## src/rtl/jtcop_sdram_resp_pkg.sv

```systemverilog
// ----------------------------------------------------------------------------
// jtcop_sdram_resp_pkg
//
// Shared definitions for the SDRAM responder:
//   - state_e     : responder FSM encoding
//   - BA_*        : bank index constants used by the game's bank multiplexers
//   - NBANK       : number of request banks
//   - bank_onehot : bank index -> one-hot strobe vector
// ----------------------------------------------------------------------------
package jtcop_sdram_resp_pkg;

   typedef enum logic [1:0] {
      ST_IDLE   = 2'd0,  // waiting for a prog or bank request
      ST_RDWAIT = 2'd1,  // read issued, backing memory latency not yet elapsed
      ST_BURST  = 2'd2,  // read words are being captured into data_read
      ST_WRDONE = 2'd3   // write strobe issued, rdy goes out next
   } state_e;

   localparam logic [1:0] BA_MAIN = 2'd0;
   localparam logic [1:0] BA_SND  = 2'd1;
   localparam logic [1:0] BA_GFX  = 2'd2;
   localparam logic [1:0] BA_OBJ  = 2'd3;

   localparam int NBANK = 4;

   function automatic logic [3:0] bank_onehot(input logic [1:0] b);
      return 4'b0001 << b;
   endfunction

endpackage

```

## src/rtl/jtcop_sdram_rr.sv

```systemverilog
// ----------------------------------------------------------------------------
// jtcop_sdram_rr
//
// Purely combinational 4-way round-robin arbiter. The search starts at the
// pointer and walks upward with wrap 3->0; the first requesting bank wins.
//
// Ports:
//   req_i     [3:0]  request per bank
//   ptr_i     [1:0]  bank with highest priority this cycle
//   gnt_o     [3:0]  one-hot grant (zero when nothing is requested)
//   gnt_idx_o [1:0]  index of the granted bank
//   valid_o          at least one request is present
// ----------------------------------------------------------------------------
module jtcop_sdram_rr
   import jtcop_sdram_resp_pkg::*;
(
   input  logic [3:0] req_i,
   input  logic [1:0] ptr_i,
   output logic [3:0] gnt_o,
   output logic [1:0] gnt_idx_o,
   output logic       valid_o
);

   logic [1:0] idx;

   always_comb begin
      gnt_o     = 4'b0000;
      gnt_idx_o = 2'd0;
      valid_o   = 1'b0;
      idx       = 2'd0;
      for (int k = 0; k < NBANK; k++) begin
         // 2-bit add wraps naturally from bank 3 back to bank 0
         idx = ptr_i + 2'(k);
         if (!valid_o && req_i[idx]) begin
            valid_o   = 1'b1;
            gnt_idx_o = idx;
            gnt_o     = bank_onehot(idx);
         end
      end
   end

endmodule

```

## src/rtl/jtcop_sdram_resp.sv

```systemverilog
// ----------------------------------------------------------------------------
// jtcop_sdram_resp
//
// Responder end of the four-bank SDRAM request interface plus the ROM
// download port. Requests are arbitrated, given SDRAM-like handshake timing
// and served from a generic synchronous memory with MEM_LAT cycles of read
// latency.
//
// Handshake (all strobes are registered):
//   A request level is sampled in IDLE; the ack pulse appears in the next
//   cycle (A). Address/data/mask are latched at that same edge, so mem_addr
//   and mem_we are valid in cycle A. Writes pulse rdy at A+1. Reads present
//   word i on data_read at A+MEM_LAT+1+i with dok; dst marks word 0, rdy
//   marks word BURST-1. A new request is sampled no earlier than the rdy
//   cycle, so the next ack never overlaps a running transaction.
//
// Ports:
//   clk, rst                 clock, asynchronous active-high reset
//   ba0..ba3_addr  [AW-1:0]  word address per bank
//   ba_rd          [3:0]     read request levels
//   ba_wr                    write request level, bank 0 only
//   ba0_din, ba0_din_m       write data, active-low byte mask
//   ba_ack/dst/dok/rdy [3:0] per-bank handshake strobes
//   data_read      [15:0]    registered read data, shared by all banks
//   downloading              blocks bank requests (prog port still served)
//   prog_addr/ba/data/mask   download address, bank, data, mask
//   prog_we, prog_rd         download requests; we wins over rd
//   prog_ack, prog_rdy       download handshake pulses
//   mem_addr  [AW+1:0]       {bank, word address} to backing memory
//   mem_we, mem_wrmask       write strobe and active-low byte mask
//   mem_din, mem_dout        memory write / read data
// ----------------------------------------------------------------------------
module jtcop_sdram_resp
   import jtcop_sdram_resp_pkg::*;
#(
   parameter int BURST   = 2,
   parameter int MEM_LAT = 2,
   parameter int AW      = 22
) (
   input  logic          clk,
   input  logic          rst,
   input  logic [AW-1:0] ba0_addr,
   input  logic [AW-1:0] ba1_addr,
   input  logic [AW-1:0] ba2_addr,
   input  logic [AW-1:0] ba3_addr,
   input  logic [3:0]    ba_rd,
   input  logic          ba_wr,
   input  logic [15:0]   ba0_din,
   input  logic [1:0]    ba0_din_m,
   output logic [3:0]    ba_ack,
   output logic [3:0]    ba_dst,
   output logic [3:0]    ba_dok,
   output logic [3:0]    ba_rdy,
   output logic [15:0]   data_read,
   input  logic          downloading,
   input  logic [AW-1:0] prog_addr,
   input  logic [1:0]    prog_ba,
   input  logic [15:0]   prog_data,
   input  logic [1:0]    prog_mask,
   input  logic          prog_we,
   input  logic          prog_rd,
   output logic          prog_ack,
   output logic          prog_rdy,
   output logic [AW+1:0] mem_addr,
   output logic          mem_we,
   output logic [1:0]    mem_wrmask,
   output logic [15:0]   mem_din,
   input  logic [15:0]   mem_dout
);

   // cnt counts cycles since the ack cycle (cnt=0 in cycle A)
   localparam int            CW     = $clog2(MEM_LAT + BURST + 1);
   localparam logic [CW-1:0] LAT_C  = CW'(MEM_LAT);
   localparam logic [CW-1:0] LAST_C = CW'(MEM_LAT + BURST - 1);
   localparam logic [CW-1:0] ISS_C  = CW'(BURST - 1);

   state_e          state_q, state_d;
   logic [1:0]      ptr_q, ptr_d;
   logic [CW-1:0]   cnt_q, cnt_d;
   logic [1:0]      bank_q, bank_d;
   logic [AW-1:0]   addr_q, addr_d;
   logic            prog_q, prog_d;      // current transaction belongs to prog port
   logic [3:0]      ack_q, ack_d;
   logic [3:0]      dst_q, dst_d;
   logic [3:0]      dok_q, dok_d;
   logic [3:0]      rdy_q, rdy_d;
   logic [15:0]     rdata_q, rdata_d;
   logic            pack_q, pack_d;
   logic            prdy_q, prdy_d;
   logic [AW+1:0]   maddr_q, maddr_d;
   logic            mwe_q, mwe_d;
   logic [1:0]      mmask_q, mmask_d;
   logic [15:0]     mdin_q, mdin_d;

   logic [3:0]      req;
   logic [3:0]      gnt;
   logic [1:0]      gnt_idx;
   logic            gnt_vld;
   logic [AW-1:0]   gnt_addr;
   logic            capture;
   logic [AW-1:0]   next_addr;

   assign req = {ba_rd[3:1], ba_rd[0] | ba_wr};

   jtcop_sdram_rr u_rr (
      .req_i     (req),
      .ptr_i     (ptr_q),
      .gnt_o     (gnt),
      .gnt_idx_o (gnt_idx),
      .valid_o   (gnt_vld)
   );

   always_comb begin
      gnt_addr = ba0_addr;
      case (gnt_idx)
         BA_MAIN: gnt_addr = ba0_addr;
         BA_SND:  gnt_addr = ba1_addr;
         BA_GFX:  gnt_addr = ba2_addr;
         BA_OBJ:  gnt_addr = ba3_addr;
         default: gnt_addr = ba0_addr;
      endcase
   end

   // Word i of a burst is on mem_dout while cnt == MEM_LAT+i
   assign capture   = (cnt_q >= LAT_C);
   // Next burst address; the AW-bit add wraps at the top of the bank
   assign next_addr = addr_q + AW'(cnt_q) + AW'(1);

   always_comb begin
      state_d = state_q;
      ptr_d   = ptr_q;
      cnt_d   = cnt_q;
      bank_d  = bank_q;
      addr_d  = addr_q;
      prog_d  = prog_q;
      rdata_d = rdata_q;
      maddr_d = maddr_q;
      mmask_d = mmask_q;
      mdin_d  = mdin_q;
      // strobes are single-cycle pulses unless re-asserted below
      ack_d   = 4'b0000;
      dst_d   = 4'b0000;
      dok_d   = 4'b0000;
      rdy_d   = 4'b0000;
      pack_d  = 1'b0;
      prdy_d  = 1'b0;
      mwe_d   = 1'b0;

      case (state_q)
         ST_IDLE: begin
            if (prog_we || prog_rd) begin
               // download port always wins, regardless of downloading
               pack_d  = 1'b1;
               prog_d  = 1'b1;
               bank_d  = prog_ba;
               addr_d  = prog_addr;
               maddr_d = {prog_ba, prog_addr};
               cnt_d   = '0;
               if (prog_we) begin
                  mwe_d   = 1'b1;
                  mdin_d  = prog_data;
                  mmask_d = prog_mask;
                  state_d = ST_WRDONE;
               end else begin
                  state_d = ST_RDWAIT;
               end
            end else if (!downloading && gnt_vld) begin
               ack_d   = gnt;
               ptr_d   = gnt_idx + 2'd1;
               prog_d  = 1'b0;
               bank_d  = gnt_idx;
               addr_d  = gnt_addr;
               maddr_d = {gnt_idx, gnt_addr};
               cnt_d   = '0;
               // on bank 0 a pending write takes precedence over a read
               if (gnt_idx == BA_MAIN && ba_wr) begin
                  mwe_d   = 1'b1;
                  mdin_d  = ba0_din;
                  mmask_d = ba0_din_m;
                  state_d = ST_WRDONE;
               end else begin
                  state_d = ST_RDWAIT;
               end
            end
         end

         ST_WRDONE: begin
            if (prog_q) prdy_d = 1'b1;
            else        rdy_d  = bank_onehot(bank_q);
            state_d = ST_IDLE;
         end

         ST_RDWAIT, ST_BURST: begin
            cnt_d = cnt_q + 1'b1;
            if (cnt_q < ISS_C) begin
               maddr_d = {bank_q, next_addr};
            end
            if (capture) begin
               rdata_d = mem_dout;
               if (!prog_q) begin
                  dok_d = bank_onehot(bank_q);
                  if (cnt_q == LAT_C)  dst_d = bank_onehot(bank_q);
                  if (cnt_q == LAST_C) rdy_d = bank_onehot(bank_q);
               end else if (cnt_q == LAST_C) begin
                  prdy_d = 1'b1;
               end
            end
            if (cnt_q == LAST_C)               state_d = ST_IDLE;
            else if (cnt_q + 1'b1 >= LAT_C)    state_d = ST_BURST;
            else                               state_d = ST_RDWAIT;
         end

         default: state_d = ST_IDLE;
      endcase
   end

   always_ff @(posedge clk or posedge rst) begin
      if (rst) begin
         state_q <= ST_IDLE;
         ptr_q   <= 2'd0;
         cnt_q   <= '0;
         bank_q  <= 2'd0;
         addr_q  <= '0;
         prog_q  <= 1'b0;
         ack_q   <= 4'b0000;
         dst_q   <= 4'b0000;
         dok_q   <= 4'b0000;
         rdy_q   <= 4'b0000;
         rdata_q <= 16'h0000;
         pack_q  <= 1'b0;
         prdy_q  <= 1'b0;
         maddr_q <= '0;
         mwe_q   <= 1'b0;
         mmask_q <= 2'b00;
         mdin_q  <= 16'h0000;
      end else begin
         state_q <= state_d;
         ptr_q   <= ptr_d;
         cnt_q   <= cnt_d;
         bank_q  <= bank_d;
         addr_q  <= addr_d;
         prog_q  <= prog_d;
         ack_q   <= ack_d;
         dst_q   <= dst_d;
         dok_q   <= dok_d;
         rdy_q   <= rdy_d;
         rdata_q <= rdata_d;
         pack_q  <= pack_d;
         prdy_q  <= prdy_d;
         maddr_q <= maddr_d;
         mwe_q   <= mwe_d;
         mmask_q <= mmask_d;
         mdin_q  <= mdin_d;
      end
   end

   assign ba_ack     = ack_q;
   assign ba_dst     = dst_q;
   assign ba_dok     = dok_q;
   assign ba_rdy     = rdy_q;
   assign data_read  = rdata_q;
   assign prog_ack   = pack_q;
   assign prog_rdy   = prdy_q;
   assign mem_addr   = maddr_q;
   assign mem_we     = mwe_q;
   assign mem_wrmask = mmask_q;
   assign mem_din    = mdin_q;

endmodule

```

## config.mk

```make
export PLATFORM = sky130hd
export DESIGN_NAME = jtcop_sdram_resp
export DESIGN_NICKNAME = d
export VERILOG_FILES = /design/src/rtl/jtcop_sdram_resp_pkg.sv /design/src/rtl/jtcop_sdram_rr.sv /design/src/rtl/jtcop_sdram_resp.sv
export SDC_FILE = /design/constraint.sdc
export NUM_CORES = 1
export LEC_CHECK = 0
export BUFFER_PORTS_ARGS = -buffer_cell sky130_fd_sc_hd__buf_2
export CELL_PAD_IN_SITES_DETAIL_PLACEMENT = 1
export CELL_PAD_IN_SITES_GLOBAL_PLACEMENT = 1
export CORE_MARGIN = 4
export CORE_UTILIZATION = 39
export DETAILED_ROUTE_END_ITERATION = 10
export PLACE_DENSITY_LB_ADDON = 0.08
export SLEW_MARGIN = 10
export SYNTH_ARGS = -nofsm -noshare
export SYNTH_HDL_FRONTEND = slang
export SYNTH_HIERARCHICAL = 1
export SYNTH_SLANG_ARGS = --single-unit
```

## constraint.sdc

```tcl
create_clock -name clk -period 7.8 [get_ports clk]
set_input_delay 1.56 -clock clk [delete_from_list [all_inputs] [get_ports clk]]
set_output_delay 1.56 -clock clk [all_outputs]
set_load 0.02 [all_outputs]
```

* Word-level counts from Yosys, hierarchy flattened
Index checks and enable logic that the tools add are counted.
Storage, ports and cells: input port bits 174, flip-flop bits (word level) 109, logic and storage cells 146, output and inout port bits 77
Cells by class: magnitude comparators 7, reduce and logical (&&, ||, !) cells 22, equal/unequal tests 11, shift-type cells 5, bitwise gates (word level) 2, mux-type cells 75, add/sub/neg operators 7
Operators by type and width (count):
- one-hot mux 22 bit (4 select lines) | 1
- 2-to-1 mux 24 bit | 3
- 2-to-1 mux 4 bit | 17
- 2-to-1 mux 16 bit | 4
- one-hot mux 24 bit (2 select lines) | 1
- 2-to-1 mux 22 bit | 2
- 2-to-1 mux 2 bit | 16
- adder 22 x 1 -> 22 bit (second input constant) | 1
- adder 22 x 3 -> 22 bit | 1
- 2-to-1 mux 1 bit | 21
- left shift 1 x 2 -> 4 bit (first input constant) | 5
- less-than comparator 2 x 3 -> 1 bit (second input constant) | 4
- binary-select mux 1 bit (select 2 bit) | 4
- == test 2 bit (second input constant) | 4
- one-hot mux 4 bit (2 select lines) | 1
- == test 3 x 2 -> 1 bit (second input constant) | 2
- >= comparator 3 x 2 -> 1 bit (second input constant) | 2
- 2-to-1 mux 3 bit | 2
- one-hot mux 2 bit (3 select lines) | 1
- one-hot mux 3 bit (2 select lines) | 1
- AND reduction 2 bit | 3
- AND reduction 3 bit | 2
- nonzero test 2 bit | 3
- logical AND 1 bit | 5
- 15 further kinds | 23

* Logic depth before layout (Yosys ltp)
Gate-level depths: netlist of the first run.
depth in word-level cells 19, mapped depth 16, gate-level depth less buffers 11

* Modules after synthesis
The synthesis of the first run kept the hierarchy.
Modules (own cells, without submodules):
- jtcop_sdram_resp | sequential area each 2727.6 µm², area an instance 5667.9 µm², instances 1, cells each 574
- jtcop_sdram_rr | sequential area each 0.0 µm², area an instance 645.6 µm², instances 1, cells each 86

* Worst setup path before layout of the first run
Ideal clock, no wire load.
path kind input to register, from in ba_wr, to reg maddr_q[1] (netlist: mem_addr[1]), data arrival time 4.207 ns, path slack 3.458 ns, path buffers 3, data required time 7.665 ns, library setup time 0.135 ns, cell stages on the path 13, path through or2_2 buf_4 nand3b_1 a21oi_1 o41ai_1 inv_1 ha_1 inv_1 clkbuf_1 buf_1 a21oi_1 a211oi_1 o31ai_1
Between the ends: word-level cells in the longest chain between the ends 18, elaborated cells on any way between the ends 34, classes of those cells eq/ne: 4; mux: 20; bitwise: 1; reduce/logical: 9
Ends and longest elaborated chain:
- start, declared | RTL line jtcop_sdram_resp.sv:47 | input logic ba_wr,
- bitwise OR 1 bit * | RTL line jtcop_sdram_resp.sv:103 | assign req = {ba_rd[3:1], ba_rd[0] | ba_wr};
- binary-select mux 1 bit (select 2 bit) | RTL line jtcop_sdram_rr.sv:34 | if (!valid_o && req_i[idx]) begin
- 2-to-1 mux 1 bit (not written as such) | RTL line jtcop_sdram_rr.sv:34
- 2-to-1 mux 1 bit | RTL line jtcop_sdram_rr.sv:34
- logical NOT 1 bit | RTL line jtcop_sdram_rr.sv:34
- logical AND 1 bit | RTL line jtcop_sdram_rr.sv:34
- 2-to-1 mux 1 bit | RTL line jtcop_sdram_rr.sv:34
- logical NOT 1 bit | RTL line jtcop_sdram_rr.sv:34
- [... 3 more ...]
- logical AND 1 bit | RTL line jtcop_sdram_rr.sv:34
- 2-to-1 mux 2 bit * | RTL line jtcop_sdram_rr.sv:34
- net gnt_idx[0] | RTL line jtcop_sdram_resp.sv:97 | logic [1:0] gnt_idx;
- == test 2 bit (tied with other cells) | RTL line jtcop_sdram_resp.sv:115 | case (gnt_idx)
- one-hot mux 22 bit (4 select lines) * | RTL line jtcop_sdram_resp.sv:115
- 2-to-1 mux 24 bit * | RTL line jtcop_sdram_resp.sv:167 | end else if (!downloading && gnt_vld) begin
- 2-to-1 mux 24 bit * | RTL line jtcop_sdram_resp.sv:151 | if (prog_we || prog_rd) begin
- one-hot mux 24 bit (2 select lines) * | RTL line jtcop_sdram_resp.sv:149 | case (state_q)
- end signal, assigned | RTL line jtcop_sdram_resp.sv:250 | maddr_q <= maddr_d;
- end, declared | RTL line jtcop_sdram_resp.sv:90 | logic [AW+1:0] maddr_q, maddr_d;
The timed path passes the listed nets; every way through them passes the cells marked *. The select of a mux whose other input is x is not followed. A chain may end at the register's enable or synchronous reset.

* Worst setup path in the final report of the first run
from in ba_wr, to reg maddr_q[19] (netlist: mem_addr[19])
Between the ends: word-level cells in the longest chain between the ends 18, elaborated cells on any way between the ends 34, classes of those cells eq/ne: 4; mux: 20; bitwise: 1; reduce/logical: 9
Ends and longest elaborated chain:
- bitwise OR 1 bit * | RTL line jtcop_sdram_resp.sv:103
- net req[0] | RTL line jtcop_sdram_resp.sv:95 | logic [3:0] req;
- binary-select mux 1 bit (select 2 bit) | RTL line jtcop_sdram_rr.sv:34
- 2-to-1 mux 1 bit (not written as such) | RTL line jtcop_sdram_rr.sv:34
- 2-to-1 mux 1 bit | RTL line jtcop_sdram_rr.sv:34
- logical NOT 1 bit | RTL line jtcop_sdram_rr.sv:34
- logical AND 1 bit | RTL line jtcop_sdram_rr.sv:34
- 2-to-1 mux 1 bit | RTL line jtcop_sdram_rr.sv:34
- [... 4 more ...]
- logical AND 1 bit | RTL line jtcop_sdram_rr.sv:34
- 2-to-1 mux 2 bit * | RTL line jtcop_sdram_rr.sv:34
- net gnt_idx[0] | RTL line jtcop_sdram_resp.sv:97
- == test 2 bit (tied with other cells) | RTL line jtcop_sdram_resp.sv:115
- one-hot mux 22 bit (4 select lines) * | RTL line jtcop_sdram_resp.sv:115
- 2-to-1 mux 24 bit * | RTL line jtcop_sdram_resp.sv:167
- 2-to-1 mux 24 bit * | RTL line jtcop_sdram_resp.sv:151
- one-hot mux 24 bit (2 select lines) * | RTL line jtcop_sdram_resp.sv:149
Marked as above.

==> results of run 1 <==
==> kinds of logic after synthesis <==
kind of cell | after synthesis | share of synthesized area, %
AO/OA/AOI/OAI | 213 | 23.13
AND/OR/NAND/NOR | 191 | 14.72
flip-flops | 109 | 43.20
buffers and inverters | 68 | 4.618
multiplexers | 50 | 9.057
adder cells (fa/ha/maj) | 19 | 3.884
XOR/XNOR | 10 | 1.387
==> critical path: cells and delay by family <==
kind	cells	cell delay, ns
AO/OA/AOI/OAI	5	1.43
adder cells (fa/ha/maj)	1	0.39
buffers and inverters	3	1.06
AND/OR/NAND/NOR	3	0.66
==> where the power goes <==
group / total [mW] / switching, mW / leakage [nW] / internal, mW
Sequential: 1.03 / 0.218 / 1.37 / 0.817
Combinational: 2.03 / 1.28 / 2.31 / 0.750
Clock: 0.430 / 0.212 / 0.136 / 0.218
==> layout make-up <==
class / count / area (µm²)
inverter: 20 / 77.57
tap: 216 / 270.3
antenna: 1 / 2.502
fill: 1945 / 7925
clock inverter: 7 / 48.80
timing repair buffer: 255 / 1289
multi-input combinational: 483 / 3319
sequential: 109 / 2728
clock buffer: 9 / 225.2
==> final timing paths <==
path                             start           end  slack, ns  depth (start not counted)
min reg2reg                mem_din[13]   mem_din[13]       0.48                          2
max                              ba_wr  mem_addr[19]       2.93                         12
max in group asynchronous          rst    state_q[1]       5.25                          3
min in group asynchronous          rst    mem_din[6]       1.21                          2
min                        mem_din[13]   mem_din[13]       0.48                          2
max reg2reg                   ptr_q[0]  mem_addr[19]       3.09                         10
==> metal layers <==
metal / up-vias / routed length, µm / track usage, %
met1: 3001 / 9391 / 31.19
met3: 24 / 1444 / 4.903
met4: 6 / 274 / 5.767
met5: - / 40 / 0
met2: 202 / 10870 / 40.65
li1: 2883 / - / -
==> flip-flops by register name (all words and copies together) (netlist names) <==
name and count:
addr_q 22, ba_ack 4, ba_dok 4, ba_dst 4, ba_rdy 4, bank_q 2, cnt_q 3, data_read 16
mem_addr 24, mem_din 16, mem_we 1, mem_wrmask 2, prog_ack 1, prog_q 1, prog_rdy 1, ptr_q 2
state_q 2
==> metrics by stage <==
stage / cell area (µm²) / hold slack [ns]
5_1_grt: 7960 / 0.5036
2_1_floorplan: 6314 / 0.4538
6_report: 7960 / 0.4844
3_3_place_gp: 7684 / 0.4630
3_5_place_dp: 7684 / 0.4726
4_1_cts: 7958 / 0.4891
==> cells in the final DEF (no fill, tap or decap), types with 4 or more instances in the layout <==
cell type and instances:
nand4_1 5, a311oi_1 5, nor2b_1 6, clkbuf_16 9, o2bb2ai_1 4, nor2_1 34, a22oi_1 5, o21a_1 6
o31ai_1 7, o21ai_0 64, a2111oi_2 4, mux2i_1 25, buf_2 250, nand2b_1 4, o221ai_1 9, or4_1 6
xnor2_1 4, and2_1 6, nand2_1 88, a21oi_1 38, xor2_1 6, mux2_2 20, o22ai_1 4, nor3b_1 6
buf_4 5, a22o_1 4, dfrtp_1 109, a21o_1 8, nand3_1 9, ha_1 18, a211oi_1 8, and4_1 4
a222oi_1 22, inv_1 19, a221oi_1 5
==> results.yml, run 1 <==
grt:
  grt-ovfl-total: 0
  grt_max_degree: 77
  grt_usage_pct: 23.83
  antenna_found_initial: 4
  grt_pass1_vias: 6471
  grt_pass1_wl_um: 34440
floorplanning:
  die_x_um: 135.2
  dieArea_um2: 18290
  die_h_um: 135.2
  rows: 46
  core_area_um2: 15890
  io_pins: 251
  start_util_pct: 39.74
final_layout:
  syn2layout_area_growth_pct: 26.08
  drive_above_1_share_pct: 35.90
  finish.utilization_pct: 50.11
  finalNonFillerCells: 1100
  fin_nets: 1071
placed_design:
  dp_cells: 1083
  place_hpwl_um: 17130
  gp_congestion: 0.8589
  preCtsSetupSlack_ns: 2.561
  io_buffers: 250
route:
  dr.pass1.iters: 5
  drt_wl_total_um: 22020
  vias_per_cell: 5.560
  dr_total_vias: 6116
  drt_iter0_markers: 368
  wire_per_inst_um: 20.02
  drtAntennaViolNets: 0
  drc_errors: 0
timing:
  fin_crit_sh_pct: 62.50
  max_freq_ghz: 0.2051
  tightest_slew_ns: 0.9996
  setup_ws_ns: 2.925
  slew_headroom_pct: 33.36
  rsz0062_at_grt: "no"
  fin_tns_setup_ns: 0
  hold_viol: 0
  clock_skew_ns: 0.007987
  maxSlewViolCount: 0
  fin_crit_ns: 4.875
  setup_viol_count_final: 0
logic_synthesis:
  yosysSeqAreaShare_pct: 43.20
  synth.area.top_cells: "dfrtp_1 43%, nand2_1 5.2%, o21ai_0 5.1%, mux2i_1 4.0%, ha_1 3.6%"
  postSynth.asyncResetShare_pct: 100.0
  ys_warn_count: 6
  synth-edff-count: 0
  yosysMostFrequentCell: "dfrtp_1"
  synthDistinctLibCells: 66
  syn-num-nets: 853
  synth_common_cells: "109 x dfrtp_1, 88 x nand2_1, 64 x o21ai_0, 38 x a21oi_1, 35 x nor2_1"
  postSynthAreaPerCell_um2: 9.566
  yosysTopAreaCellShare_pct: 43.20
  synthFlopType: "dfrtp_1"
  synth_seq_cells: 109
  synth_area_um2: 6314
  syn_inst: 660
  synth_top_cell_by_area: "dfrtp_1"
clocking:
  cts-hold-fix-buffers: 0
  post_cts_buffers: 0
  clkTransAtPathRegs_ns: 0.07
  cts_buffer_depth: 2
  cts_tree: "done"
  cts_htree_levels: 3
  clock_latency_ns: 0.35
  cts_sinks: 109
  root_buffer: "clkbuf_16"
  ctsResizeCount: 0
  cts_buffers: 9
setup_path:
  cpMaxStageDelayCell: "o41ai_1"
  slowest_delay_ns: 0.74
  worstPathCellList: "buf_2 -> or2_2 -> nand3b_1 -> a21oi_1 -> o41ai_1 -> inv_1 -> ha_1 -> inv_1 -> nand2_1 -> a221oi_1 -> a311oi_1 -> a21o_1"
  crit_path_end_kind: "flip-flop"
  cp-start-kind: "input pin"
  cp_data_required_time_ns: 8.05
  cp_max_fo: 32
  crit_type: "in2reg"
  worst_path_most_repeated_cell: "inv_1"
  worst_ep_arrival_time_ns: 5.12
outcome:
  outcome: "finished, final reports clean"
pwr:
  p_leak_nw: 3.813
  pwr_density_cell_nw_per_um2: 439.0
  ir_worst_vdd_mv: 0.2226
  power_mw: 3.494
hold_path:
  hp-class: "reg2reg"
flow_run:
  cap_violations: 0
Note: power is estimated with default switching activity, not from simulation.
==> run 2, diff against run 1 <==
--- a/config.mk
+++ b/config.mk
@@ -9,7 +9,7 @@
 export CELL_PAD_IN_SITES_DETAIL_PLACEMENT = 1
 export CELL_PAD_IN_SITES_GLOBAL_PLACEMENT = 1
 export CORE_MARGIN = 4
-export CORE_UTILIZATION = 39
+export CORE_UTILIZATION = 36
 export DETAILED_ROUTE_END_ITERATION = 10
 export PLACE_DENSITY_LB_ADDON = 0.08
 export SLEW_MARGIN = 10
==> constraint.sdc (replaced) <==
create_clock -name clk -period 4.6 [get_ports clk]
set_input_delay 0.92 -clock clk [delete_from_list [all_inputs] [get_ports clk]]
set_output_delay 0.92 -clock clk [all_outputs]
set_load 0.02 [all_outputs]
==> run 2 against run 1 <==
Highest routed layer is now met4. Power up 71%. Sequential power is 64% higher. Cell area grew 0.90%. Non-clock buffer count is 5 higher. Utilization is 3.5 points lower. Register-to-register slack worse by 2.5 ns.
==> results.yml, run 2 (synthesis gave the netlist of run 1 again) <==
setup_path:
  cp_max_fo: 22
  cpMaxStageDelayCell: "ha_1"
  cp-start-kind: "flip-flop"
  worst_ep_arrival_time_ns: 4.20
  crit_type: "reg2reg"
  slowest_delay_ns: 0.63
  worstPathCellList: "buf_4 -> inv_1 -> ha_1 -> o21ai_0 -> a21oi_1 -> inv_1 -> ha_1 -> a222oi_1 -> a211oi_1 -> a21oi_1 -> mux2_2 -> o21ai_0"
  crit_path_end_kind: "flip-flop"
  cp_data_required_time_ns: 4.79
clocking:
  cts_sinks: 109
  clock_latency_ns: 0.35
  root_buffer: "clkbuf_16"
  clkTransAtPathRegs_ns: 0.07
  cts_htree_levels: 3
  cts-hold-fix-buffers: 0
  ctsResizeCount: 0
  cts_tree: "done"
  post_cts_buffers: 0
  cts_buffers: 9
  cts_buffer_depth: 2
floorplanning:
  core_area_um2: 17240
  die_h_um: 140.4
  io_pins: 251
  start_util_pct: 36.63
  rows: 48
  dieArea_um2: 19720
  die_x_um: 140.4
final_layout:
  multi_input_area_um2: 3327
  fin_nets: 1076
  finalNonFillerCells: 1113
  layout_commonest_cell: "buf_2"
  drive_above_1_share_pct: 36.26
  layout_common_cells: "250 x buf_2, 109 x dfrtp_1, 88 x nand2_1"
  antennaDiodeCount: 0
  seq_area_um2: 2728
  fill_cells: 2063
  largest_reg_flops: 24
  syn2layout_area_growth_pct: 27.21
placed_design:
  gp_congestion: 0.8424
  place_hpwl_um: 16870
  dp_cells: 1097
  io_buffers: 250
  preCtsSetupSlack_ns: 0.3931
grt:
  grt_max_degree: 85
  grt_pass1_vias: 6360
  grt-ovfl-total: 0
  gr-max-usage-layer: "met2"
  met2_usage_pct: 35.18
  grt_util_met1_pct: 28.26
  grt_pass1_wl_um: 33800
  grt_usage_pct: 21.24
  met3_usage_pct: 4.643
  antenna_found_initial: 0
pwr:
  p_leak_nw: 3.848
  ir_worst_vdd_mv: 0.2960
  pwr_density_cell_nw_per_um2: 742.8
  power_mw: 5.966
  p_switching_mw: 2.853
  pwr-share-seq_pct: 28.4
  clkPwrFrac_pct: 12.8
  comb_power_share_pct: 58.8
  switching_share_pct: 47.82
  intPower_mw: 3.113
timing:
  clock_skew_ns: 0.003856
  setup_ws_ns: 0.5928
  rsz0062_at_grt: "no"
  setup_viol_count_final: 0
  max_freq_ghz: 0.2495
  tightest_slew_ns: 1.076
  fin_tns_setup_ns: 0
  fin_crit_sh_pct: 87.11
  fin_crit_ns: 4.007
  hold_slack_ns: 0.4827
  maxSlewViolCount: 0
  slew_headroom_pct: 28.30
  hold_viol: 0
route:
  drc_errors: 0
  wire_per_inst_um: 19.20
  drtAntennaViolNets: 0
  dr_total_vias: 6041
  drt_iter0_markers: 358
  vias_per_cell: 5.428
  drt_wl_total_um: 21370
  dr.pass1.iters: 7
outcome:
  outcome: "finished, final reports clean"
hold_path:
  hp-class: "reg2reg"
flow_run:
  cap_violations: 0
[run 2: changes by cell type in the layout (fill, tap and decap cells not counted), sizes merged]
cell	change
clkinv	+1
inv	-2
diode	-1
buf	+5
bufinv	+1
[run 2: path summary, 6_finish.rpt]
path	from	endpoint	slack [ns]	depth (start not counted)
min in group asynchronous	rst	mem_din[2]	0.84	2
hold / removal	mem_din[2]	mem_din[2]	0.48	2
max in group asynchronous	rst	data_read[0]	2.85	3
setup reg to reg	ptr_q[0]	mem_addr[3]	0.59	12
setup / recovery	ptr_q[0]	mem_addr[3]	0.59	12
hold reg to reg	mem_din[2]	mem_din[2]	0.48	2
[run 2: metrics by stage]
stage	area [µm²]	util [%]
floorplan	6314	-
global placement	7740	44.90
detailed placement	7740	44.90
CTS	8031	46.60
global route	8031	46.60
finish	8031	46.60
[run 2: power groups by stage]
stage / Sequential, mW / Combinational (mW) / Clock (mW)
finish: 1.69 / 3.51 / 0.765
CTS: 1.70 / 3.54 / 0.788
floorplan: 1.97 / 2.16 / 0
global route: 1.76 / 3.87 / 0.832
detailed placement: 1.72 / 3.52 / 0
global placement: 1.68 / 3.40 / 0
[run 2: worst max-delay path, delay by kind of cell, from the launching register on]
family | cells | cell delay [ns]
DFF | 1 | 0.33
buffers and inverters | 3 | 0.54
AOI/OAI and AO/OA | 6 | 1.63
adders and majority gates | 2 | 1.09
muxes | 1 | 0.25
[run 2: final cells by class]
cell class              instances  area share (%)
clock buffers                   9           2.804
clock inverters                 7          0.8257
inverters                      20          0.9659
multi-input cells             483           41.42
flip-flops and latches        109           33.96
well taps                     225           3.505
repair buffers                260           16.51
[run 2: per-layer routing]
metal	vias up	share of wire [%]
met1	2932	44
li1	2884	-
met3	24	5.9
met4	0	2.0
met5	-	0
met2	201	48
==> run 3, diff against run 2 <==
--- a/config.mk
+++ b/config.mk
@@ -6,10 +6,8 @@
 export NUM_CORES = 1
 export LEC_CHECK = 0
 export BUFFER_PORTS_ARGS = -buffer_cell sky130_fd_sc_hd__buf_2
-export CELL_PAD_IN_SITES_DETAIL_PLACEMENT = 1
-export CELL_PAD_IN_SITES_GLOBAL_PLACEMENT = 1
 export CORE_MARGIN = 4
-export CORE_UTILIZATION = 36
+export CORE_UTILIZATION = 47
 export DETAILED_ROUTE_END_ITERATION = 10
 export PLACE_DENSITY_LB_ADDON = 0.08
 export SLEW_MARGIN = 10
==> run 3 against run 2 <==
Maximum frequency increased by 0.75%. First-iteration DRC count grew 34%. Cell area decreased by 1.0%. Global-route usage up 3.1 points. Clock skew rose by 0.0045 ns. Final cell count shrank 4.5%. Power fell by 2.5%.
==> results.yml, run 3 (synthesis gave the netlist of run 1 again) <==
floorplanning:
  start_util_pct: 47.87
  dieArea_um2: 15350
  core_area_um2: 13190
  io_pins: 251
  die_x_um: 123.9
  rows: 42
  die_h_um: 123.9
clocking:
  clkTransAtPathRegs_ns: 0.08
  ctsResizeCount: 0
  cts_sinks: 109
  post_cts_buffers: 0
  cts_tree: "done"
  cts-hold-fix-buffers: 0
  cts_htree_levels: 3
  cts_buffer_depth: 2
  clock_latency_ns: 0.34
  root_buffer: "clkbuf_16"
  cts_buffers: 9
route:
  drt_iter0_markers: 480
  dr_total_vias: 6039
  drtAntennaViolNets: 0
  drt_wl_total_um: 19040
  dr.pass1.iters: 7
  wire_per_inst_um: 17.91
  drc_errors: 0
  vias_per_cell: 5.681
timing:
  fin_tns_setup_ns: 0
  clock_skew_ns: 0.008379
  maxSlewViolCount: 0
  hold_viol: 0
  max_freq_ghz: 0.2514
  fin_crit_sh_pct: 86.47
  slew_headroom_pct: 35.38
  setup_viol_count_final: 0
  tightest_slew_ns: 0.9693
  rsz0062_at_grt: "no"
  fin_crit_ns: 3.978
final_layout:
  largest_reg_flops: 24
  finalNonFillerCells: 1063
  fill_cells: 1176
  syn2layout_area_growth_pct: 25.90
  drive_above_1_share_pct: 36.19
  layout_commonest_cell: "buf_2"
  antennaDiodeCount: 0
  layout_common_cells: "250 x buf_2, 109 x dfrtp_1, 88 x nand2_1"
  fin_nets: 1075
hold_path:
  hp-class: "reg2reg"
placed_design:
  dp_cells: 1047
  place_hpwl_um: 14810
  io_buffers: 250
  gp_congestion: 0.9243
grt:
  antenna_found_initial: 0
  grt-ovfl-total: 0
  grt_usage_pct: 24.36
  grt_pass1_wl_um: 29220
  grt_pass1_vias: 5704
  grt_max_degree: 82
flow_run:
  cap_violations: 0
setup_path:
  cp-start-kind: "flip-flop"
  crit_path_end_kind: "flip-flop"
  worst_ep_arrival_time_ns: 4.22
  cp_data_required_time_ns: 4.84
  cp_max_fo: 22
  crit_type: "reg2reg"
pwr:
  clkPwrFrac_pct: 12.6
  comb_power_share_pct: 58.3
  pwr_density_cell_nw_per_um2: 732.0
  intPower_mw: 3.059
  switching_share_pct: 47.42
  p_switching_mw: 2.760
  ir_worst_vdd_mv: 0.4780
  p_leak_nw: 3.827
  pwr-share-seq_pct: 29.1
outcome:
  outcome: "finished, final reports clean"
## run 3: cell count changes in the layout (fill, tap and decap cells not counted)
cell and change:
inv_8 +1, o21ai_2 +1, o21ai_4 -1, clkinvlp_4 +2, buf_4 -1, bufinv_16 -1
inv_6 +1, clkinv_4 +1, clkinv_2 -4
## run 3: routing by layer
metal / vias up / global-route usage (%) / wire [µm]
met5: - / 0 / 0
met4: 0 / 7.734 / 436
met3: 26 / 4.042 / 1560
met2: 269 / 39.13 / 8826
met1: 2861 / 33.83 / 8213
li1: 2883 / - / -
## run 3: worst paths after layout
kind                            slack (ns)       endpoint  startpoint  depth (start not counted)
worst max register to register        0.62   mem_addr[21]    ptr_q[1]                         11
min in group asynchronous             0.81  data_read[14]         rst                          2
worst max-delay path                  0.62   mem_addr[21]    ptr_q[1]                         11
worst min register to register        0.48     mem_din[7]  mem_din[7]                          2
worst min-delay path                  0.48     mem_din[7]  mem_din[7]                          2
max in group asynchronous             2.83       cnt_q[1]         rst                          3
## run 3: critical path, cell delays in order (launching register included)
cell	delay (ns)
dfrtp_1	0.64
inv_1	0.26
ha_1	0.68
o21ai_0	0.17
a21oi_1	0.31
inv_1	0.13
ha_1	0.46
a222oi_1	0.55
nand2_1	0.13
a221oi_1	0.26
a311oi_1	0.08
a21o_1	0.18
## run 3: cell type report
class,count,area (µm²),share of cell area (%)
Clock inverter,7,60.06,0.7555
Tap cell,176,220.2,2.770
Inverter,20,77.57,0.9759
Multi-Input combinational cell,483,3319,41.76
Timing Repair Buffer,259,1319,16.59
Clock buffer,9,225.2,2.833
Sequential cell,109,2728,34.31
## run 3: power by group through the flow
stage	clock, mW	combinational (mW)	sequential [mW]
6_report	0.734	3.39	1.69
5_1_grt	0.787	3.74	1.75
4_1_cts	0.752	3.39	1.70
3_5_place_dp	0	3.38	1.71
3_3_place_gp	0	3.30	1.69
2_1_floorplan	0	2.16	1.97
## run 3: stage by stage
| step | hold WS [ns] | power (mW) | area, µm² | setup slack (ns) | utilization [%] |
|---|---|---|---|---|---|
| 2_1_floorplan | 0.4538 | 4.132 | 6314 | 0.8061 | - |
| 3_3_place_gp | 0.4588 | 4.991 | 7664 | 0.7407 | 58.10 |
| 3_5_place_dp | 0.4654 | 5.089 | 7664 | 0.5944 | 58.10 |
| 4_1_cts | 0.4827 | 5.833 | 7949 | 0.6919 | 60.26 |
| 5_1_grt | 0.5093 | 6.277 | 7949 | 0.2575 | 60.26 |
| 6_report | 0.4772 | 5.819 | 7949 | 0.6224 | 60.26 |
